## src/rtl/alu_mc.sv

```systemverilog
// Multi-cycle unsigned ALU with start/busy/done handshake and a shift-add multiplier.
// Define ALU_MAC_EN to build the accumulator with the MAC and CLRACC opcodes.
module alu_mc #(
    parameter int WIDTH = 16
) (
    input  logic             clock,
    input  logic             reset,
    input  logic             start,
    input  logic [2:0]       alu_op,
    input  logic [WIDTH-1:0] in1,
    input  logic [WIDTH-1:0] in2,
    output logic [WIDTH-1:0] alu_out,
    output logic             z,
    output logic             ovf,
    output logic             busy,
    output logic             done
);

    localparam logic [0:0] IDLE = 1'b0;
    localparam logic [0:0] MULT = 1'b1;

    localparam logic [2:0] OP_PASS = 3'd0;
    localparam logic [2:0] OP_ADD  = 3'd1;
    localparam logic [2:0] OP_SUB  = 3'd2;
    localparam logic [2:0] OP_MUL  = 3'd3;
    localparam logic [2:0] OP_INC  = 3'd6;
`ifdef ALU_MAC_EN
    localparam logic [2:0] OP_MAC    = 3'd4;
    localparam logic [2:0] OP_CLRACC = 3'd5;
`endif

    localparam int CW = $clog2(WIDTH) + 1;
    localparam logic [CW-1:0] LAST = CW'(WIDTH - 1);

    logic [0:0]         state;
    logic [2:0]         op_q;
    logic [2*WIDTH-1:0] mcand;
    logic [2*WIDTH-1:0] prod;
    logic [2*WIDTH-1:0] prod_next;
    logic [WIDTH-1:0]   mplier;
    logic [CW-1:0]      count;
    logic               is_mult;

    logic [WIDTH:0]     sum_ext;
    logic [WIDTH-1:0]   sc_res;
    logic               sc_ovf;
    logic [WIDTH-1:0]   fin_res;
    logic               fin_ovf;

`ifdef ALU_MAC_EN
    logic [WIDTH-1:0]   acc;
    logic [WIDTH:0]     acc_sum;
    assign is_mult = (alu_op == OP_MUL) || (alu_op == OP_MAC);
`else
    assign is_mult = (alu_op == OP_MUL);
`endif

    assign busy = (state == MULT);

    // Results of the ops that complete in the accepting cycle; MUL/MAC codes never reach here.
    always_comb begin
        sum_ext = '0;
        sc_res  = '0;
        sc_ovf  = 1'b0;
        case (alu_op)
            OP_PASS: sc_res = in1;
            OP_ADD: begin
                sum_ext = {1'b0, in1} + {1'b0, in2};
                sc_res  = sum_ext[WIDTH-1:0];
                sc_ovf  = sum_ext[WIDTH];
            end
            OP_SUB: begin
                sum_ext = {1'b0, in1} - {1'b0, in2};
                sc_res  = sum_ext[WIDTH-1:0];
                sc_ovf  = sum_ext[WIDTH];
            end
            OP_INC: begin
                sum_ext = {1'b0, in1} + (WIDTH+1)'(1);
                sc_res  = sum_ext[WIDTH-1:0];
                sc_ovf  = sum_ext[WIDTH];
            end
            default: begin
                sc_res = '0;
                sc_ovf = 1'b0;
            end
        endcase
    end

    // The last iteration's partial sum is used directly so the result lands on edge WIDTH.
    always_comb begin
        prod_next = mplier[0] ? (prod + mcand) : prod;
        fin_res   = prod_next[WIDTH-1:0];
        fin_ovf   = |prod_next[2*WIDTH-1:WIDTH];
`ifdef ALU_MAC_EN
        acc_sum   = {1'b0, acc} + {1'b0, prod_next[WIDTH-1:0]};
        if (op_q == OP_MAC) begin
            fin_res = acc_sum[WIDTH-1:0];
            fin_ovf = (|prod_next[2*WIDTH-1:WIDTH]) | acc_sum[WIDTH];
        end
`else
        if (op_q != OP_MUL) begin
            fin_res = '0;
            fin_ovf = 1'b0;
        end
`endif
    end

    always_ff @(posedge clock) begin
        if (reset) begin
            state   <= IDLE;
            op_q    <= OP_PASS;
            mcand   <= '0;
            mplier  <= '0;
            prod    <= '0;
            count   <= '0;
            alu_out <= '0;
            z       <= 1'b1;
            ovf     <= 1'b0;
            done    <= 1'b0;
`ifdef ALU_MAC_EN
            acc     <= '0;
`endif
        end else begin
            done <= 1'b0;
            if (state == IDLE) begin
                if (start && is_mult) begin
                    op_q   <= alu_op;
                    mcand  <= {{WIDTH{1'b0}}, in1};
                    mplier <= in2;
                    prod   <= '0;
                    count  <= '0;
                    state  <= MULT;
                end else if (start) begin
                    alu_out <= sc_res;
                    z       <= (sc_res == '0);
                    ovf     <= sc_ovf;
                    done    <= 1'b1;
`ifdef ALU_MAC_EN
                    if (alu_op == OP_CLRACC) begin
                        acc <= '0;
                    end
`endif
                end
            end else begin
                prod   <= prod_next;
                mcand  <= mcand << 1;
                mplier <= mplier >> 1;
                count  <= count + CW'(1);
                if (count == LAST) begin
                    alu_out <= fin_res;
                    z       <= (fin_res == '0);
                    ovf     <= fin_ovf;
                    done    <= 1'b1;
                    state   <= IDLE;
`ifdef ALU_MAC_EN
                    if (op_q == OP_MAC) begin
                        acc <= fin_res;
                    end
`endif
                end
            end
        end
    end

endmodule

```

## config.mk

```make
export PLATFORM = sky130hd
export DESIGN_NAME = alu_mc
export DESIGN_NICKNAME = d
export VERILOG_FILES = /design/src/rtl/alu_mc.sv
export SDC_FILE = /design/constraint.sdc
export NUM_CORES = 1
export LEC_CHECK = 0
export ABC_AREA = 1
export CAP_MARGIN = 20
export CORE_UTILIZATION = 55
export CTS_BUF_LIST = sky130_fd_sc_hd__clkbuf_2 sky130_fd_sc_hd__clkbuf_4 sky130_fd_sc_hd__clkbuf_8
export DETAILED_ROUTE_END_ITERATION = 6
export PLACE_DENSITY = 0.8
export REMOVE_ABC_BUFFERS = 1
export SYNTH_ARGS = -nofsm -noshare
export SYNTH_HDL_FRONTEND = slang
export SYNTH_SLANG_ARGS = --single-unit
```

## constraint.sdc

```tcl
create_clock -name clock -period 4.1 [get_ports clock]
set_input_delay 0.615 -clock clock [delete_from_list [all_inputs] [get_ports clock]]
set_output_delay 0.615 -clock clock [all_outputs]
set_load 0.05 [all_outputs]
```

# Word level (Yosys, flattened, before mapping)

Index checks and enable logic that the tools add are counted.

Flip-flop bits (word level): 108
Input bits: 38
Output and inout bits: 20
Logic and storage cells: 68

Add/subtract/negate cells: 5
Equality and inequality tests: 8
Muxes and demuxes: 32
Bitwise gates (word level): 1
Reductions and logical operators: 10

Operators by type and width:

| operator                | number |
|---|---|
| $mux W32                | 5 |
| $mux W16                | 5 |
| $pmux W16 S4            | 1 |
| $add A32 B32 Y32        | 1 |
| $logic_not A16 Y1       | 2 |
| $mux W15                | 2 |
| $add A16 B1 Y17 const B | 1 |
| $add A16 B16 Y17        | 1 |
| $sub A16 B16 Y17        | 1 |
| $mux W1                 | 16 |
| $reduce_or A16 Y1       | 1 |
| $mux W5                 | 2 |
| $eq A3 B2 Y1 const B    | 2 |
| $add A5 B1 Y5 const B   | 1 |
| $eq A5 B4 Y1 const B    | 1 |
| $reduce_bool A2 Y1      | 2 |
| $eq A3 B1 Y1 const B    | 1 |
| $eq A3 B3 Y1 const B    | 1 |
| $logic_not A3 Y1        | 1 |
| $ne A3 B2 Y1 const B    | 1 |
| $pmux W1 S3             | 1 |
| $reduce_and A3 Y1       | 1 |
| $ne A2 B1 Y1 const B    | 1 |
| $ne A2 B2 Y1 const B    | 1 |
| other kinds (4)         | 4 |

# Longest topological paths before layout

Word-level depth: 6
Gate-level depth with buffers: 20
Gate-level depth less buffers: 20

# Worst setup path after synthesis

No wires, ideal clock.

Kind: input-to-reg
Start: input port in1[0]
End: register z
Arrival: 2.339 ns
Data required time: 4.042 ns
Path slack: 1.703 ns
Stages on the path: 20
Cell sequence: inv_1 ha_1 fa_1 inv_1 nand3_1 nand2_1 nand3_1 nand2_1 nand2_1 nand2_1 nand2_1 nand3_1 nand2_1 nor2_1 nand2_1 nor2_1 nand3_1 nand2_1 nand2_1 nand2_1

Longest elaborated chain between the ends: 6

Ends and longest elaborated chain:

| what                                    | line | text |
|---|---|---|
| start, declared                         | 10   | `input logic [WIDTH-1:0] in1,` |
| $add A16 B1 Y17 (tied with other cells) | 78   | `sum_ext = {1'b0, in1} + (WIDTH+1)'(1);` |
| $pmux W16 S4 (*)                        | 65   | `case (alu_op)` |
| $logic_not A16 Y1 (*)                   | 135  | `z <= (sc_res == '0);` |
| $mux W1 (*)                             | 133  | `end else if (start) begin` |
| $mux W1 (*)                             | 126  | `if (start && is_mult) begin` |
| $mux W1 (*)                             | 125  | `if (state == IDLE) begin` |
| end signal, assigned                    | 135  |  |
| end signal, assigned                    | 151  | `z <= (fin_res == '0);` |
| end, declared                           | 13   | `output logic z,` |

Every way passes the cells marked *; elsewhere a longest branch is shown, timed or not. The select of a mux whose other input is x is not followed.
A chain may end at the register's enable or synchronous reset.

# Worst setup path in the final report

Same ends and word-level chain as after synthesis.

==> run_summary.xml <==
<?xml version="1.0" encoding="UTF-8"?>
<metrics>
  <group name="outcome">
    <metric name="status" unit="">complete, no violations</metric>
  </group>
  <group name="placement">
    <metric name="numPortBuffers" unit="">57</metric>
    <metric name="dp_slack" unit="ns">0.684</metric>
    <metric name="gp_congestion" unit="">0.983</metric>
    <metric name="detailed_place_hpwl" unit="mm">23.2</metric>
  </group>
  <group name="finish">
    <metric name="fillCellCount" unit="">1707</metric>
    <metric name="insertedDiodeCount" unit="">0</metric>
    <metric name="multi_input_comb_area" unit="µm²">6360</metric>
    <metric name="seqCellArea" unit="µm²">2170</metric>
    <metric name="drive_gt1_share" unit="%">4.24</metric>
    <metric name="layout.nets" unit="">1800</metric>
    <metric name="flow.area_growth_from_synthesis" unit="%">9.88</metric>
  </group>
  <group name="yosys">
    <metric name="synthAdderAreaFrac" unit="%">9.36</metric>
    <metric name="synth.avg_cell_area" unit="µm²">5.78</metric>
    <metric name="post_synth_edffs" unit="">0</metric>
    <metric name="synthCells" unit="">1661</metric>
    <metric name="synthMuxAreaShare" unit="%">0</metric>
    <metric name="combinational_family_with_the_most_area_after_synthesis" unit="">simple AND/OR/NAND/NOR gates</metric>
    <metric name="synthFlopType" unit="">sky130_fd_sc_hd__dfxtp_1</metric>
    <metric name="synth_xor_xnor_area_share" unit="%">0.821</metric>
    <metric name="ys_seq_elements" unit="">108</metric>
    <metric name="synth_compound_gate_area_share" unit="%">14.9</metric>
    <metric name="synth.yosys.warnings" unit="">0</metric>
    <metric name="postSynth.asyncResetShare" unit="%">0</metric>
    <metric name="ys_types" unit="">42</metric>
    <metric name="syn-cell-area" unit="µm²">9600</metric>
    <metric name="synthSimpleGateAreaFrac" unit="%">41.2</metric>
    <metric name="synth-seq-area-share" unit="%">22.5</metric>
  </group>
  <group name="clock_network">
    <metric name="ctsHtreeMaxLevel" unit="">3</metric>
    <metric name="max_buffers_root_to_sink" unit="">2</metric>
    <metric name="root_buffer" unit="">sky130_fd_sc_hd__clkbuf_8</metric>
    <metric name="tritoncts" unit="">built</metric>
    <metric name="number_of_post_cts_setup_repair_buffers" unit="">0</metric>
    <metric name="cts_sinks" unit="">108</metric>
    <metric name="cts-resized-gates" unit="">0</metric>
    <metric name="worstSkewPairLatency" unit="ns">0.41</metric>
    <metric name="clk_pin_slew" unit="ns">0.10</metric>
    <metric name="cts_buffers" unit="">9</metric>
    <metric name="number_of_buffers_inserted_by_hold_repair_at_cts" unit="">0</metric>
  </group>
  <group name="timing">
    <metric name="fin_worst_hold_slack" unit="ns">0.478</metric>
    <metric name="max_slew_headroom_at_the_worst_pin" unit="%">47.7</metric>
    <metric name="finalWorstSetupSlack" unit="ns">1.06</metric>
    <metric name="fin_skew" unit="ns">0.00986</metric>
    <metric name="max_slew.worst_pin.slew" unit="ns">0.784</metric>
    <metric name="finalWorstPathRequiredPeriod" unit="ns">3.04</metric>
    <metric name="period_share" unit="%">74.2</metric>
    <metric name="report.final.hold_viol_count" unit="">0</metric>
    <metric name="unrepaired_setup_endpoints_after_global_routing" unit="">no</metric>
    <metric name="fmax" unit="MHz">329</metric>
    <metric name="slew_viol_final" unit="">0</metric>
    <metric name="final-setup-viol-count" unit="">0</metric>
  </group>
  <group name="detailed_routing">
    <metric name="met1Wirelength" unit="mm">12.3</metric>
    <metric name="avgViaCountPerCell" unit="">5.49</metric>
    <metric name="drt_first_pass_iters" unit="">5</metric>
    <metric name="topRoutingLayerUsed" unit="">met4</metric>
    <metric name="met3_wirelength" unit="mm">1.50</metric>
    <metric name="dr_total_vias" unit="">10500</metric>
    <metric name="drc" unit="">0</metric>
    <metric name="antenna_left" unit="">0</metric>
    <metric name="wl_met2" unit="mm">14.5</metric>
    <metric name="detailedRoute.firstIterationViolations" unit="">836</metric>
    <metric name="finalWirelength" unit="mm">29.5</metric>
    <metric name="final_routed_wire_length_divided_by_cell_count" unit="µm">15.4</metric>
  </group>
  <group name="critical_path">
    <metric name="cp_cell_instances" unit="">clkdlybuf4s50_1, inv_1, ha_1, fa_1, inv_1, nand3_1, nand2_1, a21oi_1, inv_1, nand2_1, nand3_1, nand3_1, nor2_1, nand3_1, nor2_1, nand3_1, nand2_1, nand2_1, nand2_1</metric>
    <metric name="setup.reg_to_reg.worst_slack" unit="ns">1.10</metric>
    <metric name="worstPathBufferInverterCount" unit="">4</metric>
    <metric name="worstPathRequired" unit="ns">4.45</metric>
    <metric name="cp_max_fo" unit="">6</metric>
    <metric name="timing.critical_path.max_delay_family" unit="">simple AND/OR/NAND/NOR gates</metric>
    <metric name="critical_path_arrival" unit="ns">3.40</metric>
    <metric name="start_kind" unit="">input port</metric>
    <metric name="type_of_the_setup_path_with_the_least_slack" unit="">in -&gt; reg</metric>
    <metric name="setup.worst_path.end_class" unit="">register</metric>
    <metric name="critical_path.max_stage_delay" unit="ns">0.60</metric>
    <metric name="cp_slowest_cell" unit="">sky130_fd_sc_hd__clkdlybuf4s50_1</metric>
  </group>
  <group name="global_routing">
    <metric name="globalRouteTotalUtil" unit="%">33.4</metric>
    <metric name="global_route.overflow_total" unit="">0</metric>
    <metric name="global_route_wire_length_before_repair" unit="mm">47.6</metric>
    <metric name="antenna_found_initial" unit="">0</metric>
    <metric name="grt_start_max_net_pins" unit="">74</metric>
    <metric name="first_global_vias" unit="">9798</metric>
  </group>
  <group name="job">
    <metric name="drv_cap" unit="">0</metric>
  </group>
  <group name="die">
    <metric name="die_width" unit="µm">134</metric>
    <metric name="design.die.area" unit="µm²">18000</metric>
    <metric name="std_cell_rows" unit="">47</metric>
    <metric name="ioPinCount" unit="">58</metric>
    <metric name="initial_utilization" unit="%">57.1</metric>
    <metric name="die_height" unit="µm">134</metric>
    <metric name="floorplan.core_area" unit="µm²">16800</metric>
  </group>
  <group name="power_and_ir_drop">
    <metric name="power-per-cell-area" unit="nW/µm²">226</metric>
    <metric name="power.leakage" unit="nW">5.05</metric>
    <metric name="irDropWorstVdd" unit="V">0.000157</metric>
  </group>
  <group name="hold_path">
    <metric name="hold_path.class" unit="">reg -&gt; reg</metric>
  </group>
</metrics>
==> stage by stage <==
stage	setup TNS [ns]	power, W	instance area, µm²	utilization [%]	std cells
after detailed placement	0	0.00169	10300	61.5	1901
after global placement	0	0.00169	10300	61.5	1901
after CTS	0	0.00239	10500	62.7	1917
after floorplan	-11.57	0.00147	9400	-	1610
after global routing	0	0.00250	10500	62.7	1917
final	0	0.00238	10500	62.7	1917
==> sequential cells by signal, indices dropped and copies added (netlist names) <==
| register | flops |
|---|---|
| mcand | 32 |
| ovf | 1 |
| z | 1 |
| prod | 32 |
| op_q | 3 |
| mplier | 16 |
| done | 1 |
| alu_out | 16 |
| count | 5 |
| busy | 1 |
==> cells in the mapped netlist (6+ instances only) <==
cell type                  count  area (µm²)
sky130_fd_sc_hd__a31oi_1      28         175
sky130_fd_sc_hd__buf_2         7        35.0
sky130_fd_sc_hd__o22ai_1       6        37.5
sky130_fd_sc_hd__o211ai_1      9        67.6
sky130_fd_sc_hd__nor3_1       11        55.1
sky130_fd_sc_hd__nand3b_1      8        60.1
sky130_fd_sc_hd__ha_1         67         838
sky130_fd_sc_hd__a221oi_1      6        52.6
sky130_fd_sc_hd__nand3_1     156         781
sky130_fd_sc_hd__xnor2_1       7        61.3
sky130_fd_sc_hd__a32o_1        8        80.1
sky130_fd_sc_hd__inv_1       222         833
sky130_fd_sc_hd__clkbuf_1     39         146
sky130_fd_sc_hd__dfxtp_1     108        2160
sky130_fd_sc_hd__nand2_1     564        2120
sky130_fd_sc_hd__o21bai_1      6        45.0
sky130_fd_sc_hd__o21ai_0      50         250
sky130_fd_sc_hd__nand4_1      18         113
sky130_fd_sc_hd__nor2_1      138         518
sky130_fd_sc_hd__a21oi_1     131         656
sky130_fd_sc_hd__or2_2        21         131
==> cell families (layout without fill, tap and decap cells) <==
group / after synthesis / after routing
simple gates: 937 / 937
compound gates: 254 / 254
xor+xnor: 9 / 9
buf+inv: 283 / 319
flops: 108 / 108
fa+ha+maj: 70 / 70
==> placed cells by master, fill, tap and decap left out, drive strengths merged, types with 2 or more instances in the layout <==
cell type,Yosys,routed
a21o,5,5
a21oi,131,131
a221oi,6,6
a31oi,28,28
a32o,8,8
and2,3,3
buf,11,15
clkbuf,40,10
clkdlybuf4s50,0,56
clkinv,5,6
dfxtp,108,108
fa,3,3
ha,67,67
inv,227,230
nand2,567,567
nand3,158,158
nand3b,9,9
nand4,19,19
nor2,143,143
nor3,13,13
nor4,2,2
o211ai,9,9
o21ai,54,54
o21bai,6,6
o22ai,6,6
or2,22,22
xnor2,7,7
xor2,2,2
==> tightest hold or removal path, stage by stage, from the launching register on <==
cell                      delay (ns)
sky130_fd_sc_hd__dfxtp_1        0.33
sky130_fd_sc_hd__nand2_1        0.08
sky130_fd_sc_hd__nor2_1         0.04
==> path summary, 6_finish.rpt <==
path | cells past startpoint | endpoint | start
max | 19 | z | in1[0]
min | 2 | op_q[2] | op_q[2]
max reg2reg | 19 | ovf | mcand[0]
min reg2reg | 2 | op_q[2] | op_q[2]
==> layout make-up <==
type / instances / area share, %
multi-input combinational: 1270 / 60.3
sequential: 108 / 20.5
inverter: 232 / 8.26
timing repair buffer: 71 / 6.36
tap: 220 / 2.61
clock buffer: 10 / 1.25
clock inverter: 6 / 0.653
==> power by group <==
part	leakage [nW]	internal (W)	switching [W]
registers	0.875	0.00107	0.0000224
logic	4.07	0.000192	0.000389
clock network	0.101	0.000295	0.000414
total	5.05	0.00156	0.000825
==> metal layers <==
layer	up-vias	global-route usage, %
li1	5418	-
met1	4723	39.0
met2	317	61.0
met3	70	4.04
met4	0	14.7
met5	-	0
Note: power is estimated with default switching activity, not from simulation.
